--- src/rtl/v1_pulse_gen_pkg.sv ---
// v1_pulse_gen_pkg: shared settings for the synthetic pulse source.
//   SIZE_ADC_DATA      : ADC sample width in bits
//   PG_*               : default shape parameters for v1_pulse_gen
//   pg_state_t         : pulse generator state encoding
//   lfsr16_feedback()  : feedback bit of the 16-bit noise LFSR (taps 16,14,13,11)
package v1_pulse_gen_pkg;

  localparam int unsigned SIZE_ADC_DATA  = 14;

  localparam int unsigned PG_RISE_SHIFT  = 2;
  localparam int unsigned PG_DECAY_SHIFT = 4;
  localparam int unsigned PG_FRAC_BITS   = 8;
  localparam int unsigned PG_BASELINE    = 0;

  localparam logic [15:0] PG_LFSR_SEED   = 16'hACE1;

  typedef enum logic [1:0] {
    PG_IDLE,
    PG_RISE,
    PG_DECAY
  } pg_state_t;

  // Fibonacci feedback for polynomial x^16 + x^14 + x^13 + x^11 + 1.
  function automatic logic lfsr16_feedback(input logic [15:0] s);
    return s[15] ^ s[13] ^ s[12] ^ s[10];
  endfunction

endpackage

--- src/rtl/v1_pulse_gen_lfsr16.sv ---
// v1_lfsr16: 16-bit Fibonacci LFSR supplying output dither for v1_pulse_gen.
// Only present when V1_PULSE_GEN_NOISE_EN is defined.
// Ports:
//   clk       : system clock
//   reset     : asynchronous reset, active-low (loads seed 16'hACE1)
//   seed_load : reload the seed on the next edge
//   noise     : low 3 bits of the register, read as signed -4..+3 by the user
`ifdef V1_PULSE_GEN_NOISE_EN
module v1_lfsr16
  import v1_pulse_gen_pkg::*;
(
  input  logic       clk,
  input  logic       reset,
  input  logic       seed_load,
  output logic [2:0] noise
);

  logic [15:0] lfsr_q;

  // Shift left, new bit enters at the bottom.
  always_ff @(posedge clk or negedge reset) begin
    if (!reset) begin
      lfsr_q <= PG_LFSR_SEED;
    end else if (seed_load) begin
      lfsr_q <= PG_LFSR_SEED;
    end else begin
      lfsr_q <= {lfsr_q[14:0], lfsr16_feedback(lfsr_q)};
    end
  end

  assign noise = lfsr_q[2:0];

endmodule
`endif

--- src/rtl/v1_pulse_gen.sv ---
// v1_pulse_gen: synthetic detector-pulse source producing ADC-format samples.
// Each accepted trigger yields a linear rise over 2^RISE_SHIFT cycles to the
// programmed amplitude, then an exponential decay acc -= acc >> DECAY_SHIFT.
// A trigger during decay stacks a new rise on the residual (pile-up).
// Optional macro V1_PULSE_GEN_NOISE_EN adds LFSR dither (-4..+3 codes) and
// the noise_seed_load input.
// Ports:
//   clk             : system clock
//   reset           : asynchronous reset, active-low
//   noise_seed_load : (noise build only) reload LFSR seed
//   trig            : pulse request, sampled on rising clk
//   amplitude       : pulse height in ADC codes, sampled with trig
//   trig_ready      : a trigger would be accepted this cycle
//   busy            : state is not IDLE
//   output_data     : registered sample stream, one sample per clk
//   pulse_count     : accepted triggers, wraps modulo 2^16
module v1_pulse_gen
  import v1_pulse_gen_pkg::*;
#(
  parameter int unsigned RISE_SHIFT  = PG_RISE_SHIFT,
  parameter int unsigned DECAY_SHIFT = PG_DECAY_SHIFT,
  parameter int unsigned FRAC_BITS   = PG_FRAC_BITS,
  parameter int unsigned BASELINE    = PG_BASELINE
) (
  input  logic                     clk,
  input  logic                     reset,
`ifdef V1_PULSE_GEN_NOISE_EN
  input  logic                     noise_seed_load,
`endif
  input  logic                     trig,
  input  logic [SIZE_ADC_DATA-1:0] amplitude,
  output logic                     trig_ready,
  output logic                     busy,
  output logic [SIZE_ADC_DATA-1:0] output_data,
  output logic [15:0]              pulse_count
);

  localparam int unsigned ACC_W = SIZE_ADC_DATA + FRAC_BITS;
  localparam int unsigned SUM_W = ACC_W + 1;
  localparam int unsigned CNT_W = RISE_SHIFT + 1;

  localparam logic [ACC_W-1:0] ACC_MAX =
    ACC_W'(((64'(1) << SIZE_ADC_DATA) - 64'(1)) << FRAC_BITS);
  localparam logic [CNT_W-1:0] RISE_LEN = CNT_W'(64'(1) << RISE_SHIFT);
  localparam int               OUT_MAX  = (1 << SIZE_ADC_DATA) - 1;

  pg_state_t        state_q;
  logic [ACC_W-1:0] acc_q;
  logic [ACC_W-1:0] step_q;
  logic [CNT_W-1:0] cnt_q;

  pg_state_t        state_n;
  logic [ACC_W-1:0] acc_n;
  logic [ACC_W-1:0] step_n;
  logic [CNT_W-1:0] cnt_n;
  logic [15:0]      count_n;

  logic                     accept_c;
  logic [ACC_W-1:0]         amp_scaled_c;
  logic [ACC_W-1:0]         step_new_c;
  logic [ACC_W-1:0]         add_src_c;
  logic [SUM_W-1:0]         sum_c;
  logic [ACC_W-1:0]         acc_add_c;
  logic [ACC_W-1:0]         decay_c;
  logic [ACC_W-1:0]         acc_dec_c;
  logic [CNT_W-1:0]         cnt_inc_c;
  logic [SIZE_ADC_DATA-1:0] int_part_c;
  logic signed [31:0]       out_sum_c;
  logic [SIZE_ADC_DATA-1:0] out_c;

`ifdef V1_PULSE_GEN_NOISE_EN
  logic [2:0] noise_c;

  v1_lfsr16 u_lfsr16 (
    .clk       (clk),
    .reset     (reset),
    .seed_load (noise_seed_load),
    .noise     (noise_c)
  );
`endif

  assign accept_c = trig && trig_ready;

  // Per-cycle rise increment in accumulator units.
  assign amp_scaled_c = ACC_W'(amplitude) << FRAC_BITS;
  assign step_new_c   = amp_scaled_c >> RISE_SHIFT;

  // Saturating add; a new trigger uses its own step, otherwise the latched one.
  assign add_src_c = accept_c ? step_new_c : step_q;
  assign sum_c     = SUM_W'(acc_q) + SUM_W'(add_src_c);
  assign acc_add_c = (sum_c > SUM_W'(ACC_MAX)) ? ACC_MAX : sum_c[ACC_W-1:0];

  assign decay_c   = acc_q >> DECAY_SHIFT;
  assign acc_dec_c = acc_q - decay_c;
  assign cnt_inc_c = cnt_q + CNT_W'(1);

  // Next-state and accumulator update.
  always_comb begin
    state_n = state_q;
    acc_n   = acc_q;
    step_n  = step_q;
    cnt_n   = cnt_q;
    count_n = pulse_count;
    case (state_q)
      PG_IDLE: begin
        if (accept_c) begin
          acc_n   = acc_add_c;
          step_n  = step_new_c;
          cnt_n   = CNT_W'(1);
          count_n = pulse_count + 16'd1;
          state_n = (RISE_LEN == CNT_W'(1)) ? PG_DECAY : PG_RISE;
        end
      end
      PG_RISE: begin
        acc_n = acc_add_c;
        cnt_n = cnt_inc_c;
        if (cnt_inc_c == RISE_LEN) begin
          state_n = PG_DECAY;
        end
      end
      PG_DECAY: begin
        if (accept_c) begin
          // Pile-up: the new rise starts from the residual instead of decaying.
          acc_n   = acc_add_c;
          step_n  = step_new_c;
          cnt_n   = CNT_W'(1);
          count_n = pulse_count + 16'd1;
          state_n = (RISE_LEN == CNT_W'(1)) ? PG_DECAY : PG_RISE;
        end else if ((decay_c == '0) ||
                     (acc_dec_c[ACC_W-1:FRAC_BITS] == '0)) begin
          acc_n   = '0;
          state_n = PG_IDLE;
        end else begin
          acc_n = acc_dec_c;
        end
      end
      default: begin
        acc_n   = '0;
        cnt_n   = '0;
        state_n = PG_IDLE;
      end
    endcase
  end

  // Output sample follows the new accumulator value on the same edge.
  assign int_part_c = acc_n[ACC_W-1:FRAC_BITS];
`ifdef V1_PULSE_GEN_NOISE_EN
  assign out_sum_c = 32'(int_part_c) + 32'(BASELINE) + 32'($signed(noise_c));
`else
  assign out_sum_c = 32'(int_part_c) + 32'(BASELINE);
`endif

  always_comb begin
    out_c = out_sum_c[SIZE_ADC_DATA-1:0];
    if (out_sum_c < 32'sd0) begin
      out_c = '0;
    end else if (out_sum_c > OUT_MAX) begin
      out_c = SIZE_ADC_DATA'(OUT_MAX);
    end
  end

  // State and registered outputs.
  always_ff @(posedge clk or negedge reset) begin
    if (!reset) begin
      state_q     <= PG_IDLE;
      acc_q       <= '0;
      step_q      <= '0;
      cnt_q       <= '0;
      output_data <= '0;
      pulse_count <= '0;
      busy        <= 1'b0;
      trig_ready  <= 1'b0;
    end else begin
      state_q     <= state_n;
      acc_q       <= acc_n;
      step_q      <= step_n;
      cnt_q       <= cnt_n;
      output_data <= out_c;
      pulse_count <= count_n;
      busy        <= (state_n != PG_IDLE);
      trig_ready  <= (state_n != PG_RISE);
    end
  end

endmodule

--- config.mk ---
export PLATFORM = sky130hd
export DESIGN_NAME = v1_pulse_gen
export DESIGN_NICKNAME = d
export VERILOG_FILES = /design/src/rtl/v1_pulse_gen_pkg.sv /design/src/rtl/v1_pulse_gen_lfsr16.sv /design/src/rtl/v1_pulse_gen.sv
export SDC_FILE = /design/constraint.sdc
export NUM_CORES = 1
export LEC_CHECK = 0
export CAP_MARGIN = 40
export CORE_ASPECT_RATIO = 1.1
export CORE_MARGIN = 5
export CORE_UTILIZATION = 46
export DETAILED_ROUTE_END_ITERATION = 16
export PLACE_DENSITY_LB_ADDON = 0.08
export SETUP_SLACK_MARGIN = 0.15
export SYNTH_ARGS = -nofsm -noshare
export SYNTH_HDL_FRONTEND = slang
export SYNTH_SLANG_ARGS = --single-unit
--- constraint.sdc ---
create_clock -name clk -period 10.5 [get_ports clk]
set_clock_uncertainty 0.05 [all_clocks]
set_input_delay 2.1 -clock clk [delete_from_list [all_inputs] [get_ports clk]]
set_output_delay 2.1 -clock clk [all_outputs]
set_load 0.02 [all_outputs]
==> impl_metrics.json <==
{
  "worst_pin_slew_ns": 0.865,
  "cts_tree": "built",
  "fp.dieW_um": 119,
  "slew_violations": 0,
  "ys_types": 68,
  "reg2regPathDepth": 13,
  "syn_area_sq_um": 6000,
  "post-cts-setup-buffers": 0,
  "row_count": 43,
  "hold_viol_final": 0,
  "htreeDepth": 3,
  "gr-total-overflow": 0,
  "async_reset_ff_share_pct": 100,
  "yosysWarningCount": 0,
  "ys_seq_area_share_pct": 33.8,
  "syn-num-nets": 754,
  "coreArea_sq_um": 12700,
  "setup_viol_count_final": 0,
  "synthTopCellsByArea": "dfrtp_1 34%, ha_1 9.2%, nand2_1 6.6%, xnor2_1 4.1%, a21oi_1 3.3%",
  "ctsResizeCount": 0,
  "holdPathStages": 1,
  "dpl.hpwl_um": 13100,
  "status": "complete, no violations",
  "synth_top_cell_by_area": "dfrtp_1",
  "drive_above_1_share_pct": 7.21,
  "vias_per_cell": 6.14,
  "num_io_pins": 49,
  "r2r_slack_ns": 5.93,
  "r2r-start": "trig_ready",
  "drt_iter0_drc": 392,
  "clk_latency_ns": 0.34,
  "gp_congestion": 0.889,
  "cts_buffer_depth": 2,
  "first_pass_iters": 8,
  "fin_nets": 794,
  "holdBufCountCts": 0,
  "antenna_found_initial": 0,
  "required_ns": 10.65,
  "synth_edf_count": 0,
  "track_usage_pct": 22.2,
  "syn_inst": 691,
  "min_path_type": "flip-flop to flip-flop",
  "ant_nets": 0,
  "start_util_pct": 47.3,
  "vias": 5479,
  "setup_tns_ns": 0,
  "portBuffers": 48,
  "max_stage_delay_ns": 0.66,
  "grt_first_pass_wirelength_um": 27500,
  "routed_wl_um": 17000,
  "grt_max_degree": 61,
  "fin_crit_sh_pct": 61.6,
  "maxClockFrequency_mhz": 155,
  "cp.arrival_ns": 6.61,
  "ys.flop_type": "dfrtp_1",
  "maxCapViolations": 0,
  "synth.avg_cell_area_sq_um": 8.69,
  "cts_root_buf": "clkbuf_16",
  "avgRoutedWirePerCell_um": 19.0,
  "rsz0062_at_grt": "false",
  "netlist.area_leader.share_pct": 33.8,
  "holdPathEnd": "pulse_count[12]",
  "grt_pass1_vias": 5390,
  "r2r_end": "acc_q[3]",
  "drcViolationCount": 0,
  "die_area_sq_um": 15400,
  "grt_busiest_layer": "met2",
  "path_clk_slew_ns": 0.06,
  "synth-seq-cells": 81,
  "gr-usage-met3_pct": 4.07,
  "end_kind": "flip-flop",
  "grtUsageMet2_pct": 38.9,
  "hp-start": "pulse_count[12]",
  "startpoint_type": "input pin",
  "worst_slew_margin_rel_pct": 41.6,
  "critPathSlowestCell": "a2111oi_0",
  "cts_buffers": 9,
  "clock_sinks": 81,
  "period_minus_slack_ns": 6.47,
  "met1_usage_pct": 27.6,
  "diodes": 0,
  "path_class": "input pin to flip-flop",
  "area_growth_pct": 15.5,
  "cp_cell_sequence": "clkdlybuf4s50_1 -> nand2_1 -> and2_1 -> ha_1 -> fa_1 -> a21o_1 -> nand4_1 -> a21o_1 -> o21ai_0 -> a2111oi_0 -> xnor2_1 -> nand4_1 -> nor4_2 -> o21ai_1",
  "critPathMaxFanout": 25,
  "die_h_um": 130
}
Yosys cell counts, types with 9 or more instances:
library cell,count
and2_1,10
nand3_1,17
xnor2_1,28
nand4_1,15
ha_1,44
clkbuf_1,22
a21oi_1,40
nor2_1,35
nor2b_1,13
o21ai_0,28
dfrtp_1,81
o21ai_1,13
nor3_1,15
nand2_1,106
mux2_2,16
o211ai_1,15
a211oi_1,9
inv_1,30
xor2_1,15
a21o_1,16
worst max path at each step:
stage,start,end,cells after the start,slack [ns]
2_1_floorplan,trig,acc_q[0],15,5.19
3_3_place_gp,trig,acc_q[2],14,3.79
3_5_place_dp,trig,acc_q[4],14,3.75
4_1_cts,trig,acc_q[2],14,4.07
5_1_grt,trig,acc_q[0],14,3.70
6_report,trig,acc_q[3],14,4.03
metrics by stage:
step / setup WS [ns] / utilization, % / instances / hold WS [ns] / area, sq um
after floorplan: 5.19 / - / 691 / 0.405 / 6000
after global placement: 3.79 / 52.1 / 874 / 0.413 / 6610
after detailed placement: 3.75 / 52.4 / 877 / 0.430 / 6650
after CTS: 4.07 / 54.6 / 892 / 0.443 / 6940
after global routing: 3.70 / 54.6 / 892 / 0.452 / 6940
final: 4.03 / 54.6 / 892 / 0.436 / 6940
worst max-delay path, delay by kind of cell:
family                     cells  cell delay [ns]
AOI/OAI and AO/OA              5             1.34
and+or+nand+nor                5             1.77
buffers and inverters          1             0.49
xor gates and xnor gates       1             0.26
adders and majority gates      2             0.63
cell families after synthesis:
logic type      Yosys count  share of synthesized area [%]
compound gates          198                           23.5
fa+ha+maj                46                           9.84
simple gates            252                           20.2
xor+xnor                 43                           6.27
mux                      16                           3.00
flops                    81                           33.8
buf+inv                  55                           3.46
layout by cell type, fill, tap and decap left out, types with 10 or more instances in the layout:
cell             count
a21o_1              16
a21oi_1             40
and2_1              10
clkdlybuf4s50_1     47
dfrtp_1             81
ha_1                44
inv_1               30
mux2_2              16
nand2_1            106
nand3_1             17
nand4_1             15
nor2_1              34
nor2b_1             13
nor3_1              14
o211ai_1            15
o21ai_0             28
o21ai_1             13
xnor2_1             28
xor2_1              15
per-layer routing:
metal	routed length [um]	up-vias	share of wire (%)
met5	0	-	0
met1	7280	2680	43
met4	495	0	2.9
met2	8440	144	50
li1	-	2620	-
met3	752	35	4.4
state kept, by name, summed over array words and instances, names as in the netlist:
name,flops
pulse_count,16
trig_ready,1
cnt_q,3
busy,1
state_q,2
output_data,14
acc_q,22
step_q,22
final cells by class:
| cell class | count | area [sq um] |
|---|---|---|
| fill | 1190 | 5760 |
| multi-input combinational | 555 | 3780 |
| clock buffer | 9 | 225 |
| sequential | 81 | 2030 |
| tap | 157 | 196 |
| timing repair buffer | 54 | 539 |
| inverter | 30 | 113 |
| clock inverter | 6 | 60.1 |
Power is left out: the tool's default activity adds up to more than one toggle a clock period on the data nets, which glitch-free logic cannot reach.
